## src/rtl/store_buffer_if.sv

```systemverilog
`default_nettype none
// ============================================================================
//  Module   : store_buffer_if
//  Purpose  : Bundles the store-buffer signals: MEM-stage store handshake,
//             load snoop, fence handshake, data-memory write port and status.
//  Modports : master - MEM stage / environment side (drives st_*, ld_*, fence_req)
//             slave  - store buffer side (drives st_ready, ld_conflict, dm_*, ...)
//  Revision : 1.0  initial release
// ============================================================================
interface store_buffer_if #(
    parameter int AW    = 9,
    parameter int DEPTH = 4
) ();
    localparam int CW = $clog2(DEPTH) + 1;

    // Store retire from MEM
    logic          st_valid;
    logic [2:0]    st_type;
    logic [AW-1:0] st_addr;
    logic [31:0]   st_data;
    logic          st_ready;
    logic          st_misalign;
    // Load snoop
    logic          ld_active;
    logic [AW-1:0] ld_addr;
    logic          ld_conflict;
    // Fence
    logic          fence_req;
    logic          fence_busy;
    logic          fence_done;
    // Data-memory write port
    logic          dm_we;
    logic [2:0]    dm_type;
    logic [AW-1:0] dm_addr;
    logic [31:0]   dm_wdata;
    // Status
    logic          empty;
    logic [CW-1:0] count;

    modport master (
        output st_valid, st_type, st_addr, st_data, ld_active, ld_addr, fence_req,
        input  st_ready, st_misalign, ld_conflict, fence_busy, fence_done,
               dm_we, dm_type, dm_addr, dm_wdata, empty, count
    );

    modport slave (
        input  st_valid, st_type, st_addr, st_data, ld_active, ld_addr, fence_req,
        output st_ready, st_misalign, ld_conflict, fence_busy, fence_done,
               dm_we, dm_type, dm_addr, dm_wdata, empty, count
    );
endinterface
`default_nettype wire

```

## src/rtl/store_buffer.sv

```systemverilog
`default_nettype none
// ============================================================================
//  Module   : store_buffer
//  Purpose  : Posted-write FIFO between MEM and data memory. Stores enqueue in
//             one cycle, drain whenever the memory port is free of a load (or
//             a load conflicts with a pending store, or a fence is flushing).
//  Ports    : clk  - rising-edge clock
//             rst  - asynchronous active-high reset
//             bus  - store_buffer_if.slave (store, load snoop, fence, dm port,
//                    empty/count status)
//  Revision : 1.0  initial release
// ============================================================================
module store_buffer #(
    parameter int DEPTH = 4,
    parameter int AW    = 9
) (
    input  wire logic      clk,
    input  wire logic      rst,
    store_buffer_if.slave  bus
);
    localparam int PW = $clog2(DEPTH);
    localparam int CW = PW + 1;

    localparam logic [2:0] C_DM_BYTE = 3'b000;
    localparam logic [2:0] C_DM_HALF = 3'b001;
    localparam logic [2:0] C_DM_WORD = 3'b010;

    typedef enum logic [1:0] {
        RUN   = 2'd0,
        FLUSH = 2'd1,
        DONE  = 2'd2
    } state_t;

    state_t        r_state;
    state_t        w_state_nxt;

    logic [2:0]    r_type [DEPTH];
    logic [AW-1:0] r_addr [DEPTH];
    logic [31:0]   r_data [DEPTH];

    logic [PW-1:0] r_head;
    logic [PW-1:0] r_tail;
    logic [CW-1:0] r_count;
    logic          r_misalign;

    logic          w_aligned;
    logic          w_ready;
    logic          w_enq;
    logic          w_drain;
    logic          w_conflict;
    logic [DEPTH-1:0] w_hit;
    logic          w_unused;

    // Byte-lane bits of the load address do not matter at word granularity.
    assign w_unused = ^bus.ld_addr[1:0];

    always_comb begin
        w_aligned = 1'b1;
        case (bus.st_type)
            C_DM_WORD: w_aligned = (bus.st_addr[1:0] == 2'b00);
            C_DM_HALF: w_aligned = (bus.st_addr[0] == 1'b0);
            C_DM_BYTE: w_aligned = 1'b1;
            default:   w_aligned = 1'b1;
        endcase
    end

    // Ready deliberately ignores a same-cycle drain so it never depends on
    // the load snoop path beyond count/state.
    assign w_ready = (r_count < CW'(DEPTH)) && (r_state == RUN);
    assign w_enq   = bus.st_valid && w_ready && w_aligned;

    // An entry is live when its distance from head is below count.
    for (genvar gi = 0; gi < DEPTH; gi++) begin : g_entry
        logic [PW-1:0] w_off;
        assign w_off     = PW'(gi) - r_head;
        assign w_hit[gi] = ({1'b0, w_off} < r_count) &&
                           (r_addr[gi][AW-1:2] == bus.ld_addr[AW-1:2]);
    end

    assign w_conflict = bus.ld_active && (|w_hit);
    // Draining on a conflict lets the stalled load make progress.
    assign w_drain    = (r_count != '0) &&
                        (!bus.ld_active || w_conflict || (r_state == FLUSH));

    // Entry storage needs no reset: liveness is tracked by head/count.
    always_ff @(posedge clk) begin
        if (w_enq) begin
            r_type[r_tail] <= bus.st_type;
            r_addr[r_tail] <= bus.st_addr;
            r_data[r_tail] <= bus.st_data;
        end
    end

    always_ff @(posedge clk or posedge rst) begin
        if (rst) begin
            r_head     <= '0;
            r_tail     <= '0;
            r_count    <= '0;
            r_misalign <= 1'b0;
            r_state    <= RUN;
        end else begin
            if (w_enq) begin
                r_tail <= r_tail + PW'(1);
            end
            if (w_drain) begin
                r_head <= r_head + PW'(1);
            end
            case ({w_enq, w_drain})
                2'b10:   r_count <= r_count + CW'(1);
                2'b01:   r_count <= r_count - CW'(1);
                default: r_count <= r_count;
            endcase
            r_misalign <= bus.st_valid && w_ready && !w_aligned;
            r_state    <= w_state_nxt;
        end
    end

    // FLUSH drains every cycle, so count<=1 means empty after this edge.
    always_comb begin
        w_state_nxt = r_state;
        case (r_state)
            RUN:     if (bus.fence_req) w_state_nxt = FLUSH;
            FLUSH:   if (r_count <= CW'(1)) w_state_nxt = DONE;
            DONE:    w_state_nxt = RUN;
            default: w_state_nxt = RUN;
        endcase
    end

    assign bus.st_ready    = w_ready;
    assign bus.st_misalign = r_misalign;
    assign bus.ld_conflict = w_conflict;
    assign bus.fence_busy  = (r_state == FLUSH);
    assign bus.fence_done  = (r_state == DONE);
    assign bus.dm_we       = w_drain;
    assign bus.dm_type     = r_type[r_head];
    assign bus.dm_addr     = r_addr[r_head];
    assign bus.dm_wdata    = r_data[r_head];
    assign bus.empty       = (r_count == '0);
    assign bus.count       = r_count;

endmodule
`default_nettype wire

```

## src/flat_wrapper.sv

```systemverilog
// flat-port wrapper written by rule: the top's interface ports become plain ports
module store_buffer_flat 
#(
    parameter int DEPTH = 4,
    parameter int AW    = 9
)
  (clk, rst, bus_st_valid, bus_st_type, bus_st_addr, bus_st_data, bus_ld_active, bus_ld_addr, bus_fence_req, bus_st_ready, bus_st_misalign, bus_ld_conflict, bus_fence_busy, bus_fence_done, bus_dm_we, bus_dm_type, bus_dm_addr, bus_dm_wdata, bus_empty, bus_count);
  store_buffer_if #(.AW(AW), .DEPTH(DEPTH)) bus_i ();
  input  wire logic clk;
  input  wire logic rst;
  input wire logic [$bits(bus_i.st_valid)-1:0] bus_st_valid;
  input wire logic [$bits(bus_i.st_type)-1:0] bus_st_type;
  input wire logic [$bits(bus_i.st_addr)-1:0] bus_st_addr;
  input wire logic [$bits(bus_i.st_data)-1:0] bus_st_data;
  input wire logic [$bits(bus_i.ld_active)-1:0] bus_ld_active;
  input wire logic [$bits(bus_i.ld_addr)-1:0] bus_ld_addr;
  input wire logic [$bits(bus_i.fence_req)-1:0] bus_fence_req;
  output wire logic [$bits(bus_i.st_ready)-1:0] bus_st_ready;
  output wire logic [$bits(bus_i.st_misalign)-1:0] bus_st_misalign;
  output wire logic [$bits(bus_i.ld_conflict)-1:0] bus_ld_conflict;
  output wire logic [$bits(bus_i.fence_busy)-1:0] bus_fence_busy;
  output wire logic [$bits(bus_i.fence_done)-1:0] bus_fence_done;
  output wire logic [$bits(bus_i.dm_we)-1:0] bus_dm_we;
  output wire logic [$bits(bus_i.dm_type)-1:0] bus_dm_type;
  output wire logic [$bits(bus_i.dm_addr)-1:0] bus_dm_addr;
  output wire logic [$bits(bus_i.dm_wdata)-1:0] bus_dm_wdata;
  output wire logic [$bits(bus_i.empty)-1:0] bus_empty;
  output wire logic [$bits(bus_i.count)-1:0] bus_count;
  assign bus_i.st_valid = bus_st_valid;
  assign bus_i.st_type = bus_st_type;
  assign bus_i.st_addr = bus_st_addr;
  assign bus_i.st_data = bus_st_data;
  assign bus_i.ld_active = bus_ld_active;
  assign bus_i.ld_addr = bus_ld_addr;
  assign bus_i.fence_req = bus_fence_req;
  assign bus_st_ready = bus_i.st_ready;
  assign bus_st_misalign = bus_i.st_misalign;
  assign bus_ld_conflict = bus_i.ld_conflict;
  assign bus_fence_busy = bus_i.fence_busy;
  assign bus_fence_done = bus_i.fence_done;
  assign bus_dm_we = bus_i.dm_we;
  assign bus_dm_type = bus_i.dm_type;
  assign bus_dm_addr = bus_i.dm_addr;
  assign bus_dm_wdata = bus_i.dm_wdata;
  assign bus_empty = bus_i.empty;
  assign bus_count = bus_i.count;
  store_buffer #(.DEPTH(DEPTH), .AW(AW)) u_core (.clk(clk), .rst(rst), .bus(bus_i));
endmodule
```

## config.mk

```make
export PLATFORM = sky130hd
export DESIGN_NAME = store_buffer_flat
export DESIGN_NICKNAME = d
export VERILOG_FILES = /design/src/rtl/store_buffer_if.sv /design/src/rtl/store_buffer.sv /design/src/flat_wrapper.sv
export SDC_FILE = /design/constraint.sdc
export NUM_CORES = 1
export LEC_CHECK = 0
export BUFFER_PORTS_ARGS = -buffer_cell sky130_fd_sc_hd__buf_4
export CORE_MARGIN = 2
export CORE_UTILIZATION = 61
export CTS_BUF_LIST = sky130_fd_sc_hd__clkbuf_16
export CTS_CLUSTER_DIAMETER = 50
export CTS_CLUSTER_SIZE = 24
export DETAILED_ROUTE_END_ITERATION = 10
export PLACE_DENSITY = 0.85
export SLEW_MARGIN = 20
export SYNTH_ARGS = -nofsm -noshare
export SYNTH_HDL_FRONTEND = slang
export SYNTH_SLANG_ARGS = --single-unit
```

## constraint.sdc

```tcl
create_clock -name clk -period 6.1 [get_ports clk]
set_input_delay 0.915 -clock clk [delete_from_list [all_inputs] [get_ports clk]]
set_output_delay 0.915 -clock clk [all_outputs]
set_load 0.05 [all_outputs]
```

# Word level (Yosys, flattened, before mapping)
# Memories as Yosys holds them, arrays and structs flattened.
# Index checks and enable logic that the tools add are counted.
[classes]
order_cmp = 6
eq_ne = 12
bitwise_logic = 1
n_mux = 7
addsub = 8
n_reduce_logical = 21
[ops]
columns = ["cell", "count"]
rows = [
  ["$eq A7 B7 Y1", 4],
  ["$lt A2 B3 Y1", 4],
  ["$logic_and A1 B1 Y1", 10],
  ["$pmux W3 S2", 1],
  ["$add A2 B1 Y2 const B", 2],
  ["$eq A2 B1 Y1 const B", 2],
  ["$eq A2 B2 Y1 const B", 2],
  ["$logic_not A2 Y1", 2],
  ["$mux W2", 2],
  ["$pmux W2 S2", 1],
  ["$reduce_or A4 Y1", 1],
  ["$sub A1 B2 Y2 const A", 2],
  ["$sub A2 B2 Y2 const A", 2],
  ["$add A3 B1 Y3 const B", 1],
  ["$eq A3 B1 Y1 const B", 1],
  ["$eq A3 B2 Y1 const B", 1],
  ["$le A3 B1 Y1 const B", 1],
  ["$logic_not A3 Y1", 1],
  ["$lt A3 B3 Y1 const B", 1],
  ["$reduce_bool A3 Y1", 1],
  ["$sub A3 B1 Y3 const B", 1],
  ["$logic_not A1 Y1", 2],
  ["$logic_or A1 B1 Y1", 2],
  ["$mux W1", 2],
  ["other kinds (6)", 6],
]
[word_totals]
memories = 3
ff_bits = 10
input_bits = 58
ramBits = 176
[mem_list]
columns = ["memory", "depth", "word_bits", "rd", "rd_ports_with_merged_regs", "wr", "line_no", "text"]
rows = [
  ["u_core.r_data", 4, 32, 1, 0, 1, "store_buffer.sv:39", "logic [31:0] r_data [DEPTH];"],
  ["u_core.r_addr", 4, 9, 5, 0, 1, "store_buffer.sv:38", "logic [AW-1:0] r_addr [DEPTH];"],
  ["u_core.r_type", 4, 3, 1, 0, 1, "store_buffer.sv:37", "logic [2:0] r_type [DEPTH];"],
]

# Longest topological paths before layout
[depth]
depth_word = 10
mapped_depth = 15
depth_no_buf = 12

# Worst setup path before layout
# Ideal clock, no wire load.
[synth_timing]
path_type = "flip-flop to flip-flop"
startpoint = "register u_core.r_count[2] (netlist: u_core.bus.count[2])"
endpoint = "memory u_core.r_addr[0][0], enable pin"
stages_incl_launch_ff = 6
t_arrival_ns = 2.995
required_time_ns = 5.694
synth_period_minus_slack_ns = 3.401
setup_slack_ns = 2.699
path_cell_list = "dfrtp_1 buf_2 nor3_2 nand2_1 and2b_1 and2_1"
[synth_between]
elab_chain_len = 6
[synth_rtl]
columns = ["element", "line_no", "text"]
rows = [
  ["start, declared", "store_buffer.sv:43", "logic [CW-1:0] r_count;"],
  ["start signal, assigned", "store_buffer.sv:109", "2'b10: r_count <= r_count + CW'(1);"],
  ["start signal, assigned", "store_buffer.sv:110", "2'b01: r_count <= r_count - CW'(1);"],
  ["start signal, assigned", "store_buffer.sv:111", "default: r_count <= r_count;"],
  ["$lt A3 B3 Y1", "store_buffer.sv:69", "assign w_ready = (r_count < CW'(DEPTH)) && (r_state == RUN);"],
  ["$logic_and A1 B1 Y1", "store_buffer.sv:69", ""],
  ["named net bus_st_ready", "flat_wrapper.sv:18", "output wire logic [$bits(bus_i.st_ready)-1:0] bus_st_ready;"],
  ["$logic_and A1 B1 Y1 (2 in series)", "store_buffer.sv:70", "assign w_enq = bus.st_valid && w_ready && w_aligned;"],
  ["$mux W1", "store_buffer.sv:87", "if (w_enq) begin"],
  ["$mux W1 (implied by the code)", "store_buffer.sv:89", "r_addr[r_tail] <= bus.st_addr;"],
  ["end, declared", "store_buffer.sv:38", ""],
]
# The timed path passes the listed nets, and every way through them passes these cells.

# Final worst setup path
[layout_timing]
startpoint = "register u_core.r_head[0]"
endpoint = "output bus_dm_we"
[layout_between]
elab_chain_len = 8
[layout_rtl]
columns = ["element", "line_no", "text"]
rows = [
  ["start, declared", "store_buffer.sv:41", "logic [PW-1:0] r_head;"],
  ["start signal, assigned", "store_buffer.sv:106", "r_head <= r_head + PW'(1);"],
  ["$sub A1 B2 Y2 or $sub A2 B2 Y2 (tied branches)", "store_buffer.sv:75", "assign w_off = PW'(gi) - r_head;"],
  ["$lt A2 B3 Y1", "store_buffer.sv:76", "assign w_hit[gi] = ({1'b0, w_off} < r_count) &&"],
  ["$logic_and A1 B1 Y1", "store_buffer.sv:76", ""],
  ["$reduce_or A4 Y1 *", "store_buffer.sv:80", "assign w_conflict = bus.ld_active && (|w_hit);"],
  ["$logic_and A1 B1 Y1 *", "store_buffer.sv:80", ""],
  ["$logic_or A1 B1 Y1 * (2 in series)", "store_buffer.sv:83", "(!bus.ld_active || w_conflict || (r_state == FLUSH));"],
  ["$logic_and A1 B1 Y1 *", "store_buffer.sv:82", "assign w_drain = (r_count != '0) &&"],
  ["end, declared", "flat_wrapper.sv:23", "output wire logic [$bits(bus_i.dm_we)-1:0] bus_dm_we;"],
]
# Mark *: on every way between the ends. The rest lies on a longest branch, timed or not.

==> results.ini <==
[floorplan]
initial_utilization_pct=62.12
placement_rows=40
die_width_um=114.4
die_footprint_um2=13080
core_um2=11960
boundaryPins=112
fp.dieH_um=114.4

[power]
power_frac_clock_pct=23.6
total_switching_power_mw=1.727
comb_power_share_pct=38.8
power.ir.vdd_worst_uv=329.4
leakagePower_nw=3.225
p_per_area_nw_per_um2=506.4
power.sequential.fraction_pct=37.6
power.switching_fraction_pct=37.97
cell_internal_power_mw=2.820

[clocking]
cts_tree=done
postCtsResizedCells=0
cts-root-to-sink-buffers=2
htree_levels=4
cts-hold-fix-buffers=0
clock-root-buffer=clkbuf_16
worst_skew_pair.late_latency_ps=420
cts_num_sinks=186
clk_pin_slew_ps=60
cts.repair_timing.setup_buffer_count=0
cts_inserted_buffers=17

[yosys]
synth_cell_type_count=33
synth_area_per_cell_um2=21.11
yosys_register_bits=186
yosys.area_share.xor_xnor_pct=4.125
synth_compound_gate_area_share_pct=1.263
synth-seq-area-share_pct=74.49
ys_warn_count=0
top_flip_flop_cell_by_instance_count_after_synthesis=edfxtp_1
mappedNetlistNets=423
syn_area_um2=7431
synth.area.mux_share_pct=13.62
synth-async-reset-ratio_pct=5.376
synth_top_family_by_area=multiplexers
synth_enable_flop_cells=176
netlist_instances=352
post_synth_and_or_nand_nor_area_fraction_pct=2.610
synth_fa_ha_area_share_pct=2.189

[final_layout]
drive_gt1_share_pct=39.92
multi_input_area_um2=1774
nets=544
most-common-layout-cells=176 x edfxtp_1, 114 x buf_4, 44 x mux4_2, 30 x xor2_1, 17 x clkbuf_16
fillers=660
area_overhead_of_the_layout_relative_to_synthesis_pct=20.85
antenna_cells_inserted=0
finish.utilization_pct=75.07
final_common_cell=edfxtp_1
flip_flop_and_latch_area_um2=5540

[worst_setup_path]
timing.critical_path.from_type=flip-flop
timing.setup.critical_path_class=reg -> out
cp.required_ps=5180
path_max_fanout=50
critical_path.startpoint=u_core.r_head[0]
cp.arrival_ps=3100
crit-reg2reg-capture=u_core.bus.count[2]
r2r_setup_slack_ps=2850
reg2reg_depth=11
endpoint_kind=output port
regToRegStartpoint=u_core.r_head[0]

[place]
gp_congestion=0.8311
placement.setup.worst_slack_ps=2500
port-buffer-count=109
hpwlAfterDp_um=8552

[route]
drt_pass1_iterations=5
routed_via_density=5.820
wire_per_inst_um=21.26
drt_wl_total_um=13460
detail_route.drc_violations=0
detail-route-antenna-nets=0
detailroute.via_count=3684
drtIter0Drc=281

[flow_run]
max_cap_violations=0

[sta]
final.setup_skew_ps=15.66
final.min_clock_period_ps=4019
timing.final.ws_setup_ps=2081
timing_max_transition_violations_final=0
worst-slew-pin-transition_ps=968.5
min_period_over_period_pct=65.89
fmax_mhz=248.8
timing.max_slew.rel_slack_pct=35.43
grt_setup_unrepaired=no
setup-violations-final=0
hold_viol=0
tns_ps=0

[grt]
grt_start_max_net_pins=51
first_global_vias=3828
grt-ovfl-total=0
grtUsageTotal_pct=22.13
grt_pass1_wl_um=20780
grt_antenna_before_repair=0

[run_status]
status=complete, no violations

[min_path]
holdCritPathClass=in -> async

[metal layers]
| metal | part of all wire, % | vias to the layer above | GRT usage, % |
|---|---|---|---|
| met3 | 5.0 | 17 | 5.770 |
| met5 | 0 | - | 0 |
| met4 | 1.6 | 0 | 8.293 |
| met2 | 54 | 122 | 37.62 |
| li1 | - | 1651 | - |
| met1 | 39 | 1894 | 27.79 |
[how the worst max path moves through the flow]
stage	slack (ps)	end
finish	2080	bus_dm_we
global route	1810	bus_dm_we
CTS	2020	bus_dm_we
detailed placement	2500	bus_dm_we
global placement	2580	bus_dm_we
floorplan	2700	u_core.r_addr[0][0]
[state kept, by name (all words and copies together), names as in the netlist]
name / count
u_core.r_head: 2
u_core.r_data: 128
u_core.r_state: 2
u_core.bus.count: 3
u_core.bus.st_misalign: 1
u_core.r_type: 12
u_core.r_addr: 36
u_core.r_tail: 2
[metrics by stage]
stage | hold slack, ps | total power, mW | cells | instance area (um2)
2_1_floorplan | 450.4 | 3.035 | 352 | 7431
3_3_place_gp | 468.1 | 3.474 | 601 | 8396
3_5_place_dp | 477.9 | 3.519 | 601 | 8396
4_1_cts | 475.9 | 4.593 | 633 | 8980
5_1_grt | 484.0 | 4.738 | 633 | 8980
6_report | 486.2 | 4.547 | 633 | 8980
[power by group through the flow]
stage | clock [mW] | combinational, mW | sequential [mW]
2_1_floorplan | 0 | 1.41 | 1.63
3_3_place_gp | 0 | 1.74 | 1.74
3_5_place_dp | 0 | 1.77 | 1.75
4_1_cts | 1.09 | 1.78 | 1.72
5_1_grt | 1.15 | 1.85 | 1.75
6_report | 1.07 | 1.76 | 1.71
[logic make-up after synthesis]
| family | after synthesis |
|---|---|
| adders and majority gates | 13 |
| xor gates and xnor gates | 35 |
| AOI/OAI and AO/OA | 14 |
| muxes | 46 |
| buffers and inverters | 23 |
| DFF | 186 |
| and+or+nand+nor | 35 |
[worst max-delay path, stage by stage (launching register included)]
cell,delay (ps)
dfrtp_4,1060
xor2_1,240
inv_1,70
ha_1,270
a21oi_1,60
o211ai_1,220
nand4_2,210
o21ai_2,230
inv_1,100
buf_4,200
[cells in the mapped netlist (all sizes together), types with 2 or more instances]
master	number	area share (%)
inv	11	0.56
edfxtp	176	71
dfrtp	10	3.4
nor4	4	0.34
nand2	5	0.25
nor3	6	0.47
nor2	8	0.40
o21ai	2	0.19
ha	13	2.2
xnor2	5	0.59
and2	5	0.42
mux4	44	13
nand2b	2	0.17
buf	11	1.1
a21oi	6	0.40
xor2	30	3.5
o211ai	5	0.57
[layout make-up]
type                    instances  share of cell area, %
well taps                     147                  2.048
repair buffers                114                  9.530
inverters                      11                 0.4598
clock buffers                  17                  4.737
multi-input cells             143                  19.76
flip-flops and latches        186                  61.70
clock inverters                15                  1.770
No activity file was read; power rests on OpenSTA's default activity.
